<file path="src/rtl/alu_arb_pkg.sv">
// Shared types and constants for the two-requester ALU arbiter.
// Optional feature macro: ALU_ARB_DIVZERO_EN (adds rsp_err).
package alu_arb_pkg;

  localparam int OPND_W = 4;
  localparam int RES_W  = 5;

  typedef enum logic [2:0] {
    OP_PASS = 3'b000,
    OP_ADD  = 3'b001,
    OP_SUB  = 3'b010,
    OP_DIV  = 3'b011,
    OP_MOD  = 3'b100,
    OP_SHL  = 3'b101,
    OP_SHR  = 3'b110,
    OP_GT   = 3'b111
  } op_e;

  typedef enum logic [1:0] {
    ST_IDLE,
    ST_EXEC,
    ST_RESP
  } state_e;

  function automatic logic is_divzero(input logic [2:0] op, input logic [OPND_W-1:0] b);
    return ((op == OP_DIV) || (op == OP_MOD)) && (b == '0);
  endfunction

endpackage

</file>
<file path="src/rtl/alu_arbiter_if.sv">
// Request/response bundle between two requesters, the arbiter and one consumer.
// rsp_err exists only when ALU_ARB_DIVZERO_EN is defined.
interface alu_arbiter_if;
  import alu_arb_pkg::*;

  logic              req0_valid;
  logic              req0_ready;
  logic [OPND_W-1:0] req0_a;
  logic [OPND_W-1:0] req0_b;
  logic [2:0]        req0_op;

  logic              req1_valid;
  logic              req1_ready;
  logic [OPND_W-1:0] req1_a;
  logic [OPND_W-1:0] req1_b;
  logic [2:0]        req1_op;

  logic              rsp_valid;
  logic              rsp_ready;
  logic              rsp_id;
  logic [RES_W-1:0]  rsp_data;
`ifdef ALU_ARB_DIVZERO_EN
  logic              rsp_err;
`endif

  modport slave (
    input  req0_valid, req0_a, req0_b, req0_op,
    input  req1_valid, req1_a, req1_b, req1_op,
    input  rsp_ready,
`ifdef ALU_ARB_DIVZERO_EN
    output rsp_err,
`endif
    output req0_ready, req1_ready, rsp_valid, rsp_id, rsp_data
  );

  modport master (
    output req0_valid, req0_a, req0_b, req0_op,
    output req1_valid, req1_a, req1_b, req1_op,
    output rsp_ready,
`ifdef ALU_ARB_DIVZERO_EN
    input  rsp_err,
`endif
    input  req0_ready, req1_ready, rsp_valid, rsp_id, rsp_data
  );

endinterface

</file>
<file path="src/rtl/alu_core.sv">
// Purely combinational 4-bit ALU producing a 5-bit result.
// Division and modulo by zero return zero.
module alu_core
  import alu_arb_pkg::*;
(
  input  logic [OPND_W-1:0] a,
  input  logic [OPND_W-1:0] b,
  input  logic [2:0]        op,
  output logic [RES_W-1:0]  res
);

  logic [RES_W-1:0] a_x;
  logic [RES_W-1:0] b_x;

  assign a_x = {1'b0, a};
  assign b_x = {1'b0, b};

  always_comb begin
    // NOTE: default assignment first keeps this always_comb latch-free.
    res = '0;
    case (op)
      OP_PASS: res = a_x;
      OP_ADD:  res = a_x + b_x;
      OP_SUB:  res = a_x - b_x;
      OP_DIV:  if (b != '0) res = {1'b0, a / b};
      OP_MOD:  if (b != '0) res = {1'b0, a % b};
      OP_SHL:  res = a_x << b;
      OP_SHR:  res = a_x >> b;
      OP_GT:   res = {{(RES_W-1){1'b0}}, (a > b)};
    endcase
  end

endmodule

</file>
<file path="src/rtl/alu_arbiter.sv">
// Round-robin arbiter sharing one ALU between two requesters; one op in flight.
// Define ALU_ARB_DIVZERO_EN to report divide/mod by zero on rsp_err.
module alu_arbiter
  import alu_arb_pkg::*;
#(
  parameter bit RR_INIT = 1'b0
) (
  input logic         clk,
  input logic         rst_n,
  alu_arbiter_if.slave bus
);

  state_e            state;
  logic              ptr;
  logic [OPND_W-1:0] a_q;
  logic [OPND_W-1:0] b_q;
  logic [2:0]        op_q;
  logic              id_q;
  logic              grant0;
  logic              grant1;
  logic              accept;
  logic [RES_W-1:0]  alu_res;

  // Pointer only breaks ties; a lone requester always wins.
  assign grant0 = bus.req0_valid && (!bus.req1_valid || !ptr);
  assign grant1 = bus.req1_valid && (!bus.req0_valid ||  ptr);

  assign bus.req0_ready = rst_n && (state == ST_IDLE) && grant0;
  assign bus.req1_ready = rst_n && (state == ST_IDLE) && grant1;
  assign accept         = bus.req0_ready || bus.req1_ready;

  alu_core u_alu (
    .a   (a_q),
    .b   (b_q),
    .op  (op_q),
    .res (alu_res)
  );

  always_ff @(posedge clk) begin
    // NOTE: sequential state uses <= so every register samples pre-edge values.
    if (!rst_n) begin
      state        <= ST_IDLE;
      ptr          <= RR_INIT;
      a_q          <= '0;
      b_q          <= '0;
      op_q         <= '0;
      id_q         <= 1'b0;
      bus.rsp_valid <= 1'b0;
      bus.rsp_data  <= '0;
      bus.rsp_id    <= 1'b0;
`ifdef ALU_ARB_DIVZERO_EN
      bus.rsp_err   <= 1'b0;
`endif
    end else begin
      case (state)
        ST_IDLE: begin
          if (accept) begin
            a_q   <= grant1 ? bus.req1_a  : bus.req0_a;
            b_q   <= grant1 ? bus.req1_b  : bus.req0_b;
            op_q  <= grant1 ? bus.req1_op : bus.req0_op;
            id_q  <= grant1;
            ptr   <= !grant1;
            state <= ST_EXEC;
          end
        end
        ST_EXEC: begin
          bus.rsp_data  <= alu_res;
          bus.rsp_id    <= id_q;
          bus.rsp_valid <= 1'b1;
`ifdef ALU_ARB_DIVZERO_EN
          bus.rsp_err   <= is_divzero(op_q, b_q);
`endif
          state         <= ST_RESP;
        end
        ST_RESP: begin
          if (bus.rsp_ready) begin
            bus.rsp_valid <= 1'b0;
`ifdef ALU_ARB_DIVZERO_EN
            bus.rsp_err   <= 1'b0;
`endif
            state         <= ST_IDLE;
          end
        end
        default: state <= ST_IDLE;
      endcase
    end
  end

endmodule

</file>
<file path="src/flat_wrapper.sv">
// flat-port wrapper written by rule: the top's interface ports become plain ports
module alu_arbiter_flat import alu_arb_pkg::*;
#(
  parameter bit RR_INIT = 1'b0
)
  (clk, rst_n, bus_req0_valid, bus_req0_a, bus_req0_b, bus_req0_op, bus_req1_valid, bus_req1_a, bus_req1_b, bus_req1_op, bus_rsp_ready, bus_req0_ready, bus_req1_ready, bus_rsp_valid, bus_rsp_id, bus_rsp_data);
  alu_arbiter_if bus_i ();
  input logic clk;
  input logic rst_n;
  input wire logic [$bits(bus_i.req0_valid)-1:0] bus_req0_valid;
  input wire logic [$bits(bus_i.req0_a)-1:0] bus_req0_a;
  input wire logic [$bits(bus_i.req0_b)-1:0] bus_req0_b;
  input wire logic [$bits(bus_i.req0_op)-1:0] bus_req0_op;
  input wire logic [$bits(bus_i.req1_valid)-1:0] bus_req1_valid;
  input wire logic [$bits(bus_i.req1_a)-1:0] bus_req1_a;
  input wire logic [$bits(bus_i.req1_b)-1:0] bus_req1_b;
  input wire logic [$bits(bus_i.req1_op)-1:0] bus_req1_op;
  input wire logic [$bits(bus_i.rsp_ready)-1:0] bus_rsp_ready;
  output wire logic [$bits(bus_i.req0_ready)-1:0] bus_req0_ready;
  output wire logic [$bits(bus_i.req1_ready)-1:0] bus_req1_ready;
  output wire logic [$bits(bus_i.rsp_valid)-1:0] bus_rsp_valid;
  output wire logic [$bits(bus_i.rsp_id)-1:0] bus_rsp_id;
  output wire logic [$bits(bus_i.rsp_data)-1:0] bus_rsp_data;
  assign bus_i.req0_valid = bus_req0_valid;
  assign bus_i.req0_a = bus_req0_a;
  assign bus_i.req0_b = bus_req0_b;
  assign bus_i.req0_op = bus_req0_op;
  assign bus_i.req1_valid = bus_req1_valid;
  assign bus_i.req1_a = bus_req1_a;
  assign bus_i.req1_b = bus_req1_b;
  assign bus_i.req1_op = bus_req1_op;
  assign bus_i.rsp_ready = bus_rsp_ready;
  assign bus_req0_ready = bus_i.req0_ready;
  assign bus_req1_ready = bus_i.req1_ready;
  assign bus_rsp_valid = bus_i.rsp_valid;
  assign bus_rsp_id = bus_i.rsp_id;
  assign bus_rsp_data = bus_i.rsp_data;
  alu_arbiter #(.RR_INIT(RR_INIT)) u_core (.clk(clk), .rst_n(rst_n), .bus(bus_i));
endmodule
</file>
<file path="config.mk">
export PLATFORM = sky130hd
export DESIGN_NAME = alu_arbiter_flat
export DESIGN_NICKNAME = d
export VERILOG_FILES = /design/src/rtl/alu_arb_pkg.sv /design/src/rtl/alu_arbiter_if.sv /design/src/rtl/alu_core.sv /design/src/rtl/alu_arbiter.sv /design/src/flat_wrapper.sv
export SDC_FILE = /design/constraint.sdc
export NUM_CORES = 1
export LEC_CHECK = 0
export BUFFER_PORTS_ARGS = -buffer_cell sky130_fd_sc_hd__buf_2
export CORE_ASPECT_RATIO = 1.1
export CORE_MARGIN = 5
export CORE_UTILIZATION = 60
export CTS_BUF_LIST = sky130_fd_sc_hd__clkbuf_4 sky130_fd_sc_hd__clkbuf_8
export DETAILED_ROUTE_END_ITERATION = 10
export PLACE_DENSITY = 0.84
export SYNTH_ARGS = -nofsm -noshare
export SYNTH_HDL_FRONTEND = slang
export SYNTH_SLANG_ARGS = --single-unit
</file>
<file path="constraint.sdc">
create_clock -name clk -period 7.6 [get_ports clk]
set_input_delay 0.38 -clock clk [delete_from_list [all_inputs] [get_ports clk]]
set_output_delay 0.38 -clock clk [all_outputs]
set_load 0.03 [all_outputs]
</file>
=== Word-level counts from Yosys, hierarchy flattened ===
Cells that the tools add are included.

* Register bits after elaboration: 22
* Bits of input ports: 27

* Add/subtract/negate cells: 2
* Divide/modulo/power cells: 2
* $lt $le $gt $ge: 1
* Eq/ne operators: 11
* Shifts and indexed selects: 2
* Multiplexer cells: 11
* Reduce and logical (&&, ||, !) cells: 19

{| class="wikitable"
|+ Operators by type and width
! cell !! number
|-
| 5-bit one-hot mux with 8 select lines || 1
|-
| 4-bit two-way mux || 4
|-
| 3-bit == test, second input constant || 4
|-
| 3-bit by 2-bit == test with 1-bit output, second input constant || 2
|-
| 2-bit one-hot mux with 3 select lines || 1
|-
| 2-bit AND reduction || 3
|-
| 4-bit by 4-bit adder with 5-bit output || 1
|-
| 1-bit logical AND || 5
|-
| 4-bit by 4-bit << shifter with 5-bit output || 1
|-
| 4-bit by 4-bit right shift with 5-bit output || 1
|-
| 4-bit by 4-bit subtractor with 5-bit output || 1
|-
| 4-bit by 4-bit divider with 4-bit output || 1
|-
| 4-bit > comparator || 1
|-
| 1-bit logical NOT || 4
|-
| 4-bit by 4-bit modulo with 4-bit output || 1
|-
| 2-bit two-way mux || 2
|-
| 4-bit nonzero test || 1
|-
| 3-bit by 1-bit == test with 1-bit output, second input constant || 1
|-
| 3-bit logical NOT || 1
|-
| 1-bit logical OR || 3
|-
| 3-bit two-way mux || 1
|-
| 2-bit by 1-bit == test with 1-bit output, second input constant || 1
|-
| 2-bit == test, second input constant || 1
|-
| 2-bit logical NOT || 1
|-
| 5 further kinds || 5
|}

=== Logic depth before layout (Yosys ltp) ===
Gate-level depths: netlist of the first run.

* Depth after elaboration: 7
* Mapped depth: 23

=== Modules after synthesis ===
Synthesis of the first run repeated with hierarchy kept, for this count alone.

* Cells, all modules: 262
* Area, all modules: 2199.6 µm²

{| class="wikitable"
|+ Modules (own cells, without submodules)
! module !! instances !! cells an instance !! area an instance (µm²) !! seq. area each (µm²)
|-
| alu_core || 1 || 164 || 1209.9 || 0.0
|-
| alu_arbiter || 1 || 98 || 989.7 || 440.4
|}

=== Worst setup path after synthesis of the first run ===
Ideal clock, no wire load.

* Path kind: reg-to-reg
* Start point: register u_core.b_q[0]
* End point: register u_core.bus.rsp_data[1]
* Arrival: 4.481 ns
* Required time: 7.480 ns
* Path slack: 3.000 ns
* Stages on the path, launching flop included: 24
* Period minus slack after synthesis: 4.600 ns
* Path through: dfxtp_1 -> buf_8 -> buf_2 -> inv_1 -> ha_1 -> nor4b_1 -> o22a_1 -> ha_1 -> o21a_1 -> o21ai_2 -> or3_4 -> nand2_1 -> ha_1 -> a21oi_1 -> a21oi_1 -> a221oi_2 -> inv_1 -> fa_1 -> a21boi_0 -> o21ai_4 -> nor2_1 -> o2bb2ai_1 -> a211oi_2 -> o21ai_1

* Word-level cells in the longest chain between the ends: 3

{| class="wikitable"
|+ Ends and longest elaborated chain
! element !! line !! source
|-
| from (decl) || alu_arbiter.sv:16 || <nowiki>logic [OPND_W-1:0] b_q;</nowiki>
|-
| from (signal assigned) || alu_arbiter.sv:59 || <nowiki>b_q <= grant1 ? bus.req1_b : bus.req0_b;</nowiki>
|-
| 4-bit by 4-bit modulo with 4-bit output (tied with other cells) || alu_core.sv:26 || <nowiki>OP_MOD: if (b != '0) res = {1'b0, a % b};</nowiki>
|-
| 4-bit two-way mux (on tied branches) || alu_core.sv:26, alu_core.sv:25 ||
|-
| 5-bit one-hot mux with 8 select lines (*) || alu_core.sv:21 || <nowiki>case (op)</nowiki>
|-
| to (signal assigned) || alu_arbiter.sv:67 || <nowiki>bus.rsp_data <= alu_res;</nowiki>
|-
| to (decl) || alu_arbiter_if.sv:33 || <nowiki>output req0_ready, req1_ready, rsp_valid, rsp_id, rsp_data</nowiki>
|}

Mark *: on every way between the ends. The rest lies on a longest branch, timed or not.
A chain may end at the register's enable or synchronous reset.

=== Worst setup path after layout of the first run ===
Same ends and word-level chain as after synthesis.

==> metrics.md, run 1 <==
| Metric | Value |
|---|---|
| Status | `finished clean` |
| DR WL/cell | `around 17 um` |
| H-tree depth | `1` |
| Post-cts sizing count | `0` |
| Worst path arrival time | `between 5 and 6 ns` |
| Setup TNS | `0 ns` |
| CTS Hold Bufs | `0` |
| Worst Path Required | `around 8 ns` |
| # rows | `23` |
| Worst Setup End Kind | `flop` |
| Die area | `about 5000 um2` |
| RD Place Congestion | `approximately 0.95` |
| Final worst-path cycle share | `69.6%` |
| Gr busiest metal | `met2` |
| Die W | `67.6 um` |
| 1st-pass router iterations | `5` |
| Synth Register Bits | `22` |
| Hold Crit Class | `input pin to flop` |
| Crit Path Category | `flop to flop` |
| Drt first-iter violations | `between 200 and 250` |
| Seq/Total Area, Yosys | `about a fifth` |
| Post-synth EDFFs | `0` |
| Synth Instances | `around 270` |
| Number of global-route vias before repair | `~2100` |
| Largest net degree at the start of global routing | `24` |
| Synthesis-to-finish area growth | `9.66%` |
| # IOs | `36` |
| Nets | `roughly 340` |
| Share of cells above drive strength 1 | `about a fifth` |
| Dpl hpwl | `roughly 4400 um` |
| Final hold vios | `0` |
| TritonCTS clock tree | `built` |
| Max Fclk | `189 MHz` |
| Number of setup buffers added after CTS | `0` |
| RSZ-0062 raised after global routing | `false` |
| Antenna-violating nets left | `0` |
| Worst skew pair latency | `roughly 0.28 ns` |
| Tot Pwr | `0.542 mW` |
| I/O Buffers | `35` |
| TritonCTS sink count | `22` |
| Reg clk slew, reported paths | `0.09 ns` |
| Met1 usage | `34.8%` |
| First-pass GRT wire length | `9720 um` |
| Most common cell after layout, fill and taps aside | `buf_2` |
| Syn Area/Cell | `8.26 um2` |
| Height of the die | `around 73 um` |
| Post-synth cell types | `between 60 and 70` |
| Slew @ Worst Pin | `around 1.1 ns` |
| Leak | `approximately 1.0 nW` |
| Met2 Use GR | `between 40% and 50%` |
| Power Density | `~230 nW/um2` |
| Initial Util | `between 60% and 70%` |
| Most frequent cells in the layout | `buf_2 (35), dfxtp_1 (22), ha_1 (20)` |
| Top FF cell, synth | `dfxtp_1` |
| Final min period | `roughly 5.3 ns` |
| Setup violators final | `0` |
| Synthesized area | `2190 um2` |
| Clk_skew | `between 0.006 and 0.007 ns` |
| Diodes inserted | `0` |
| CTS Root Cell | `clkbuf_8` |
| YS warnings | `0` |
| Core ar. | `roughly 3600 um2` |
| Routed vias | `approximately 2100` |
| Max-slew violations | `0` |
| Net count of the mapped netlist | `approximately 320` |
| DRC | `0` |
| Num CTS Buffers | `3` |
| Slew Limit Headroom | `between 20 and 30%` |
| Global route overflow | `0` |
| DRT Wirelength | `roughly 5700 um` |
| Max-Cap Viols | `0` |
| Gr usage total | `between 20% and 30%` |
| Initial antenna violation count | `0` |
| Async SR Flop Fraction | `0%` |
| CTS Buffer Depth | `2` |
| Via density per instance | `roughly 6.3` |
| VDD IR max | `between 0.15 and 0.2 mV` |
| Met3 Use GR | `between 2 and 3%` |
| CP max FO | `20` |
| Crit start category | `flop` |
==> power by group <==
group	total [mW]	switching (mW)	internal, mW
Clock	0.113	0.0427	0.0706
Combinational	0.276	0.154	0.122
Sequential	0.153	0.0259	0.127
Total	0.542	0.223	0.319
==> layout make-up <==
| type | instances | area, um2 |
|---|---|---|
| tap | 50 | 62.6 |
| timing repair buffer | 35 | 175 |
| sequential | 22 | 440 |
| inverter | 18 | 67.6 |
| multi-input combinational | 211 | 1580 |
| fill | 319 | 1200 |
| clock inverter | 1 | 30.0 |
| clock buffer | 3 | 41.3 |
==> cells by family after synthesis <==
logic type	Yosys count	synth area share, %
mux	11	5.72
xor+xnor	5	2.00
simple gates	84	21.4
flops	22	20.1
fa+ha+maj	23	14.2
compound gates	88	29.0
buf+inv	32	7.55
==> per-stage QoR <==
stage          instance area [um2]  instances  worst slack (ns)  util (%)  hold slack (ns)
5_1_grt                       2400        340              1.94      66.7            0.453
2_1_floorplan                 2190        265              3.00         -            0.437
6_report                      2400        340              2.31      66.7            0.404
3_5_place_dp                  2330        336              2.37      64.7            0.461
4_1_cts                       2400        340              2.35      66.7            0.413
3_3_place_gp                  2330        336              2.64      64.7            0.452
==> flip-flops by register name, indices dropped and copies added, names as in the netlist <==
name                  flops
u_core.bus.rsp_data       5
u_core.bus.rsp_id         1
u_core.a_q                4
u_core.op_q               3
u_core.b_q                4
u_core.state              2
u_core.id_q               1
u_core.bus.rsp_valid      1
u_core.ptr                1
==> worst max-delay path: stages, from the launching register on <==
cell and delay (ns):
dfxtp_1 0.77, inv_1 0.29, ha_1 0.29, nor4b_1 0.15, o22a_1 0.24, ha_1 0.30, o21a_1 0.17, o21ai_2 0.09
or3_4 0.38, nand2_1 0.08, ha_1 0.27, a21oi_1 0.18, a21oi_1 0.14, a221oi_2 0.39, inv_1 0.10, fa_1 0.43
a21boi_0 0.18, o21ai_4 0.27, nor2_1 0.09, o2bb2ai_1 0.15, a211oi_2 0.14, o21ai_1 0.09
==> cell usage after synthesis, types with 3 or more instances <==
| cell | count | area, um2 |
|---|---|---|
| o21ai_0 | 15 | 75.1 |
| mux2i_1 | 8 | 80.1 |
| o21ai_1 | 6 | 30.0 |
| ha_1 | 20 | 250 |
| inv_1 | 17 | 63.8 |
| and2_1 | 7 | 43.8 |
| buf_2 | 7 | 35.0 |
| nand2_1 | 19 | 71.3 |
| or3_4 | 3 | 33.8 |
| fa_1 | 3 | 60.1 |
| o21a_1 | 5 | 37.5 |
| nand3_1 | 4 | 20.0 |
| o211ai_1 | 4 | 30.0 |
| a21o_1 | 3 | 22.5 |
| o221ai_1 | 3 | 26.3 |
| nor3_1 | 9 | 45.0 |
| a22oi_1 | 8 | 60.1 |
| nand4_1 | 3 | 18.8 |
| or3_1 | 4 | 25.0 |
| nor2_1 | 14 | 52.6 |
| nor2b_1 | 6 | 37.5 |
| a21oi_1 | 18 | 90.1 |
| a21boi_0 | 3 | 22.5 |
| dfxtp_1 | 22 | 440 |
| o211a_1 | 4 | 40.0 |
| xnor2_1 | 4 | 35.0 |
==> layer usage <==
metal / vias to the layer above / wire, um
met4: 0 / 190
met1: 999 / 2380
li1: 1028 / -
met2: 99 / 2750
met3: 16 / 378
met5: - / 0
==> final timing paths <==
kind,from,to,slack [ns],depth (start not counted)
setup / recovery,u_core.b_q[0]$_SDFFE_PN0P_,u_core.bus.rsp_data[1]$_SDFFE_PN0P_,2.31,21
setup reg to reg,u_core.b_q[0]$_SDFFE_PN0P_,u_core.bus.rsp_data[1]$_SDFFE_PN0P_,2.31,21
hold / removal,bus_req1_op[0],u_core.op_q[0]$_SDFFE_PN0P_,0.40,3
hold reg to reg,u_core.bus.rsp_id$_SDFFE_PN0P_,u_core.bus.rsp_id$_SDFFE_PN0P_,0.47,2
(Power assumes the default switching activity.)
==> run 2: changes to the inputs <==
--- a/config.mk
+++ b/config.mk
@@ -5,13 +5,14 @@
 export SDC_FILE = /design/constraint.sdc
 export NUM_CORES = 1
 export LEC_CHECK = 0
+export ABC_AREA = 1
 export BUFFER_PORTS_ARGS = -buffer_cell sky130_fd_sc_hd__buf_2
 export CORE_ASPECT_RATIO = 1.1
 export CORE_MARGIN = 5
-export CORE_UTILIZATION = 60
+export CORE_UTILIZATION = 53
 export CTS_BUF_LIST = sky130_fd_sc_hd__clkbuf_4 sky130_fd_sc_hd__clkbuf_8
 export DETAILED_ROUTE_END_ITERATION = 10
-export PLACE_DENSITY = 0.84
+export PLACE_DENSITY = 0.79
 export SYNTH_ARGS = -nofsm -noshare
 export SYNTH_HDL_FRONTEND = slang
 export SYNTH_SLANG_ARGS = --single-unit
==> constraint.sdc (replaced) <==
create_clock -name clk -period 4.3 [get_ports clk]
set_input_delay 0.215 -clock clk [delete_from_list [all_inputs] [get_ports clk]]
set_output_delay 0.215 -clock clk [all_outputs]
set_load 0.03 [all_outputs]
==> metrics.md, run 2 <==
| Metric | Value |
|---|---|
| Core ar. | `3680 um2 (+2.4%)` |
| Num CTS Buffers | `3 (unchanged)` |
| Synth top cells by count | `nand2_1 (88), inv_1 (38), nand3_1 (35)` |
| Initial antenna violation count | `0 (unchanged)` |
| I/O Buffers | `35 (unchanged)` |
| Crit Path Category | `flop to flop` |
| Synth Register Bits | `22 (unchanged)` |
| Most frequent cells in the layout | `nand2_1 (86), inv_1 (38), buf_2 (35)` |
| Biggest regs | `u_core.bus.rsp_data x5, u_core.a_q x4, u_core.b_q x4` |
| Max-Cap Viols | `0 (unchanged)` |
| Drt first-iter violations | `124 (-46%)` |
| Most common cell after layout, fill and taps aside | `nand2_1` |
| Reg clk slew, reported paths | `0.08 ns (about the same)` |
| Dpl hpwl | `4330 um (-0.61%)` |
| Reg with most FFs | `u_core.bus.rsp_data` |
| Most common cell in the netlist | `nand2_1` |
| Synth Instances | `323 (+22%)` |
| Synthesis-to-finish area growth | `18.0%` |
| # IOs | `36 (unchanged)` |
| Slew Limit Headroom | `67.6% (+40 points)` |
| Fillers | `372 (+17%)` |
| Slew @ Worst Pin | `0.485 ns (-0.587 ns)` |
| Setup violators final | `0 (unchanged)` |
| CTS Hold Bufs | `0 (unchanged)` |
| Crit start category | `flop` |
| Worst Path Required | `4.50 ns (-3.27 ns)` |
| Async SR Flop Fraction | `0% (unchanged)` |
| Die area | `5190 um2 (+4.8%)` |
| Antenna-violating nets left | `0 (unchanged)` |
| Final worst-path cycle share | `91.5% (+22 points)` |
| Worst Setup End Kind | `flop` |
| Initial Util | `55.4% (-5.4 points)` |
| CP peak stage delay | `0.37 ns (-0.40 ns)` |
| Met2 Use GR | `36.4% (-4.6 points)` |
| Crit-path slowest cell | `fa_2` |
| Final min period | `3.93 ns (-1.35 ns)` |
| Post-synth EDFFs | `0 (unchanged)` |
| Net count of the mapped netlist | `373 (+18%)` |
| Height of the die | `75.1 um (+2.4%)` |
| Met1 usage | `25.1% (-9.7 points)` |
| CTS Buffer Depth | `2 (unchanged)` |
| Max-slew violations | `0 (unchanged)` |
| Gr usage total | `21.0% (-4.6 points)` |
| DRC | `0 (unchanged)` |
| CTS Root Cell | `clkbuf_8` |
| Global route overflow | `0 (unchanged)` |
| TritonCTS clock tree | `built` |
| Top post-synthesis cells by area | `dfxtp_1 (22%), nand2_1 (16%), ha_1 (12%)` |
| Gr busiest metal | `met2` |
| Largest net degree at the start of global routing | `19 (-21%)` |
| Synthesized area | `2040 um2 (-6.7%)` |
| First-pass GRT wire length | `8930 um (-8.1%)` |
| Nets | `418 (+23%)` |
| Leak | `1.22 nW (+22%)` |
| Post-Place Setup Slack | `0.0790 ns (-2.29 ns)` |
| Worst path arrival time | `4.13 ns (-1.33 ns)` |
| Met3 Use GR | `2.94% (+0.032 points)` |
| Worst skew pair latency | `0.26 ns (-0.02 ns)` |
| Via density per instance | `5.51 (-12%)` |
| Diodes inserted | `0 (unchanged)` |
| Die W | `69.2 um (+2.3%)` |
| H-tree depth | `1 (unchanged)` |
| Max Fclk | `254 MHz (+34%)` |
| Share of cells above drive strength 1 | `18.3% (-1.7 points)` |
| DR WL/cell | `13.2 um (-21%)` |
| DRT Wirelength | `5490 um (-3.7%)` |
| Post-synth cell types | `32 (-49%)` |
| Layout Cells excl Fill | `417 (+23%)` |
| RD Place Congestion | `0.962 (+1.7%)` |
| Max FFs per register | `5 (unchanged)` |
| Dpl cells | `410 (+22%)` |
| Syn Area/Cell | `6.32 um2 (-23%)` |
| Post-layout util | `65.4% (-1.3 points)` |
| Placed cell area | `2300 um2 (-1.3%)` |
| Clk_skew | `0.00372 ns (-0.00317 ns)` |
| CP max FO | `5 (-75%)` |
| Top cell type's share of synthesized area | `21.6% (+1.5 points)` |
| Area leader, netlist | `dfxtp_1` |
| Hold Crit Class | `input pin to flop` |
| # rows | `23 (unchanged)` |
| Number of global-route vias before repair | `2104 (+2.6%)` |
| Status | `finished clean` |
| Cell area after layout | `2410 um2 (+0.37%)` |
| Setup WS post-layout | `0.366 ns (-1.95 ns)` |
| Routed vias | `2299 (+7.3%)` |
| Power Density | `410 nW/um2 (+82%)` |
| TritonCTS sink count | `22 (unchanged)` |
| Final hold vios | `0 (unchanged)` |
| YS warnings | `0 (unchanged)` |
| 1st-pass router iterations | `4 (-1)` |
| Top FF cell, synth | `dfxtp_1` |
| Seq/Total Area, Yosys | `21.6% (+1.5 points)` |
| Setup TNS | `0 ns (unchanged)` |
| VDD IR max | `0.293 mV (+67%)` |
| CP dominant cell by count | `nand2_1` |
## run 2: changes by cell type in the layout (fill, tap and decap cells not counted), sizes merged, moves of 6 or more
cell   before  now
nand3       4   35
nor3        9    2
mux2i       8    0
and2        7    0
or3         7    0
nand2      20   89
nor2       16   25
nor2b       6    0
inv        18   42
buf        35   44
## run 2: metal layers
layer	vias up	routed length (um)
met5	-	0
met4	0	241
met3	25	332
met2	77	2590
met1	1023	2330
li1	1174	-
## run 2: logic make-up after synthesis
group	share of synthesized area (%)
simple gates	35.0
compound gates	18.2
buf+inv	9.14
fa+ha+maj	15.2
flops	21.6
xor+xnor	0.859
## run 2: final cells by class
type	count	area [um2]	area share, %
inverter	43	161	6.70
tap	50	62.6	2.60
sequential	22	442	18.3
multi-input combinational	254	1450	60.0
clock buffer	4	55.1	2.29
timing repair buffer	44	243	10.1
## run 2: timing repair
action | 4_1_cts | 5_1_grt
buffers inserted | 0 | 3
gates resized for setup | 0 | 11
endpoints found under the setup margin | 0 | 4
## run 2: final timing paths
path                                         end  slack (ns)  cells past startpoint                                 from
min reg2reg  u_core.bus.rsp_data[1]$_SDFFE_PN0P_        0.46                      2  u_core.bus.rsp_data[1]$_SDFFE_PN0P_
max reg2reg  u_core.bus.rsp_data[0]$_SDFFE_PN0P_        0.37                     31           u_core.b_q[0]$_SDFFE_PN0P_
min            u_core.bus.rsp_valid$_SDFFE_PN0P_        0.15                      2                        bus_rsp_ready
max          u_core.bus.rsp_data[0]$_SDFFE_PN0P_        0.37                     31           u_core.b_q[0]$_SDFFE_PN0P_
## run 2: stage by stage
step                hold slack [ns]  power [mW]
global placement              0.434       0.781
detailed placement            0.436       0.793
global route                  0.160        1.09
CTS                           0.153       0.942
finish                        0.151       0.988
floorplan                     0.333       0.671
## run 2: worst max-delay path, delay by kind of cell (launching register included)
family / cells / cell delay, ns
AND/OR/NAND/NOR: 17 / 1.37
adder cells (fa/ha/maj): 4 / 1.23
AO/OA/AOI/OAI: 5 / 0.61
flip-flops: 1 / 0.33
buffers and inverters: 5 / 0.31
## run 2: where the power goes
part | internal [mW] | total (mW) | switching [mW]
registers | 0.223 | 0.244 | 0.0204
clock network | 0.0817 | 0.150 | 0.0680
logic | 0.231 | 0.595 | 0.364
==> run 3: changes to the inputs <==
--- a/config.mk
+++ b/config.mk
@@ -7,12 +7,13 @@
 export LEC_CHECK = 0
 export ABC_AREA = 1
 export BUFFER_PORTS_ARGS = -buffer_cell sky130_fd_sc_hd__buf_2
+export CELL_PAD_IN_SITES_DETAIL_PLACEMENT = 1
+export CELL_PAD_IN_SITES_GLOBAL_PLACEMENT = 2
 export CORE_ASPECT_RATIO = 1.1
 export CORE_MARGIN = 5
-export CORE_UTILIZATION = 53
-export CTS_BUF_LIST = sky130_fd_sc_hd__clkbuf_4 sky130_fd_sc_hd__clkbuf_8
+export CORE_UTILIZATION = 27
 export DETAILED_ROUTE_END_ITERATION = 10
-export PLACE_DENSITY = 0.79
+export PLACE_DENSITY_LB_ADDON = 0.08
 export SYNTH_ARGS = -nofsm -noshare
 export SYNTH_HDL_FRONTEND = slang
 export SYNTH_SLANG_ARGS = --single-unit
==> metrics.md, run 3 (synthesized netlist as in run 2, its figures left out) <==
| Metric | Value |
|---|---|
| Status | `finished clean` |
| CTS Root Cell | `clkbuf_8` |
| Nets | `426 (+1.9%)` |
| Most frequent cells in the layout | `nand2_1 (84), inv_1 (37), buf_2 (35)` |
| Biggest regs | `u_core.bus.rsp_data x5, u_core.a_q x4, u_core.b_q x4` |
| Number of global-route vias before repair | `2468 (+17%)` |
| Crit start category | `flop` |
| Worst Path Required | `4.49 ns (about the same)` |
| Share of cells above drive strength 1 | `21.4% (+3.1 points)` |
| Die area | `9400 um2 (+81%)` |
| CP peak stage delay | `0.33 ns (-0.04 ns)` |
| # IOs | `36 (unchanged)` |
| Setup TNS | `0 ns (unchanged)` |
| Register Area | `442 um2 (unchanged)` |
| Worst skew pair latency | `0.26 ns (about the same)` |
| Final worst-path cycle share | `91.7% (+0.24 points)` |
| CP startpoint | `u_core.b_q[0]$_SDFFE_PN0P_` |
| Initial Util | `27.5% (-28 points)` |
| Via density per instance | `4.98 (-9.7%)` |
| Initial antenna violation count | `0 (unchanged)` |
| CP dominant cell by count | `nand2_1` |
| Global route overflow | `0 (unchanged)` |
| Reg with most FFs | `u_core.bus.rsp_data` |
| DRT Wirelength | `7220 um (+32%)` |
| CTS Hold Bufs | `0 (unchanged)` |
| Buf/Inv on CP | `5 (unchanged)` |
| # rows | `33 (+43%)` |
| Max FFs per register | `5 (unchanged)` |
| Diodes inserted | `0 (unchanged)` |
| Most common cell after layout, fill and taps aside | `nand2_1` |
| Num CTS Buffers | `3 (unchanged)` |
| Hold Slack | `0.163 ns (+0.0124 ns)` |
| Top cell family by delay on the critical path | `simple AND/OR/NAND/NOR gates` |
| Final hold vios | `0 (unchanged)` |
| Drt first-iter violations | `63 (-49%)` |
| DR WL/cell | `15.7 um (+19%)` |
| Worst Setup End Kind | `flop` |
| TritonCTS clock tree | `built` |
| Antenna-violating nets left | `0 (unchanged)` |
| Crit-path slowest cell | `dfxtp_2` |
| CTS Buffer Depth | `2 (unchanged)` |
| Max-slew violations | `0 (unchanged)` |
| Post-layout util | `34.3% (-31 points)` |
| Worst path arrival time | `4.14 ns (about the same)` |
| Slew Limit Headroom | `68.4% (+0.76 points)` |
| Fillers | `994 (+170%)` |
| Core ar. | `7430 um2 (+100%)` |
| First-pass GRT wire length | `12000 um (+35%)` |
| I/O Buffers | `35 (unchanged)` |
| Crit Path Category | `flop to flop` |
| Clk_skew | `0.00396 ns (+0.000248 ns)` |
| VDD IR max | `0.131 mV (-55%)` |
| Area of the multi-input gates | `1500 um2 (+3.5%)` |
| Routed vias | `2295 (-0.17%)` |
| TritonCTS sink count | `22 (unchanged)` |
| CP max FO | `5 (unchanged)` |
| Slew @ Worst Pin | `0.472 ns (-0.0125 ns)` |
| Hold Crit Class | `input pin to flop` |
| Leak | `1.25 nW (+2.5%)` |
| RD Place Congestion | `0.815 (-15%)` |
| Max-Cap Viols | `0 (unchanged)` |
| Height of the die | `101 um (+35%)` |
| Die W | `92.9 um (+34%)` |
| Synthesis-to-finish area growth | `25.1%` |
| Min-delay src | `bus_rsp_ready` |
| Final min period | `3.94 ns (+0.0105 ns)` |
| Max Fclk | `254 MHz (-0.27%)` |
| DRC | `0 (unchanged)` |
| H-tree depth | `1 (unchanged)` |
| 1st-pass router iterations | `4 (unchanged)` |
| Gr usage total | `16.1% (-5.0 points)` |
| Setup violators final | `0 (unchanged)` |
| Dpl hpwl | `5900 um (+36%)` |
| RR Startpoint | `u_core.b_q[0]$_SDFFE_PN0P_` |
| Power Density | `426 nW/um2 (+3.8%)` |
| Reg clk slew, reported paths | `0.08 ns (about the same)` |
| Largest net degree at the start of global routing | `19 (unchanged)` |
==> run 3: final timing paths <==
check	end	slack, ns	cells past startpoint
setup / recovery	u_core.bus.rsp_data[1]$_SDFFE_PN0P_	0.36	28
hold reg to reg	u_core.bus.rsp_data[3]$_SDFFE_PN0P_	0.48	2
hold / removal	u_core.bus.rsp_valid$_SDFFE_PN0P_	0.16	2
setup reg to reg	u_core.bus.rsp_data[1]$_SDFFE_PN0P_	0.36	28
==> run 3: power by group <==
group | switching, mW | internal, mW | leakage (nW)
clock | 0.0645 | 0.0624 | 0.0216
sequential | 0.0165 | 0.223 | 0.181
combinational | 0.426 | 0.294 | 1.05
==> run 3: cell type report <==
cell class / instances / area share [%]
well taps: 87 / 4.26
inverters: 43 / 6.32
repair buffers: 52 / 11.9
multi-input cells: 254 / 58.6
clock buffers: 3 / 1.62
flip-flops and latches: 22 / 17.3
==> run 3: repair_timing <==
| item | in CTS | in global routing |
|---|---|---|
| pin swaps | 2 | 12 |
| buffers inserted | 1 | 4 |
| setup endpoints to repair | 2 | 4 |
| gates resized for setup | 1 | 17 |
==> run 3: layer usage <==
metal	share of wire [%]	GRT usage [%]
met5	0	0
met4	2.1	5.07
met3	2.2	1.19
met2	50	29.4
met1	46	20.1
==> run 3: per-stage QoR <==
stage	worst slack, ns	cells	area [um2]	total power, mW
final	0.355	461	2550	1.09
after floorplan	0.169	323	2040	0.671
after CTS	0.00963	457	2440	0.982
after detailed placement	-0.0387	453	2390	0.844
after global placement	0.126	453	2390	0.838
after global routing	-0.0353	461	2550	1.22
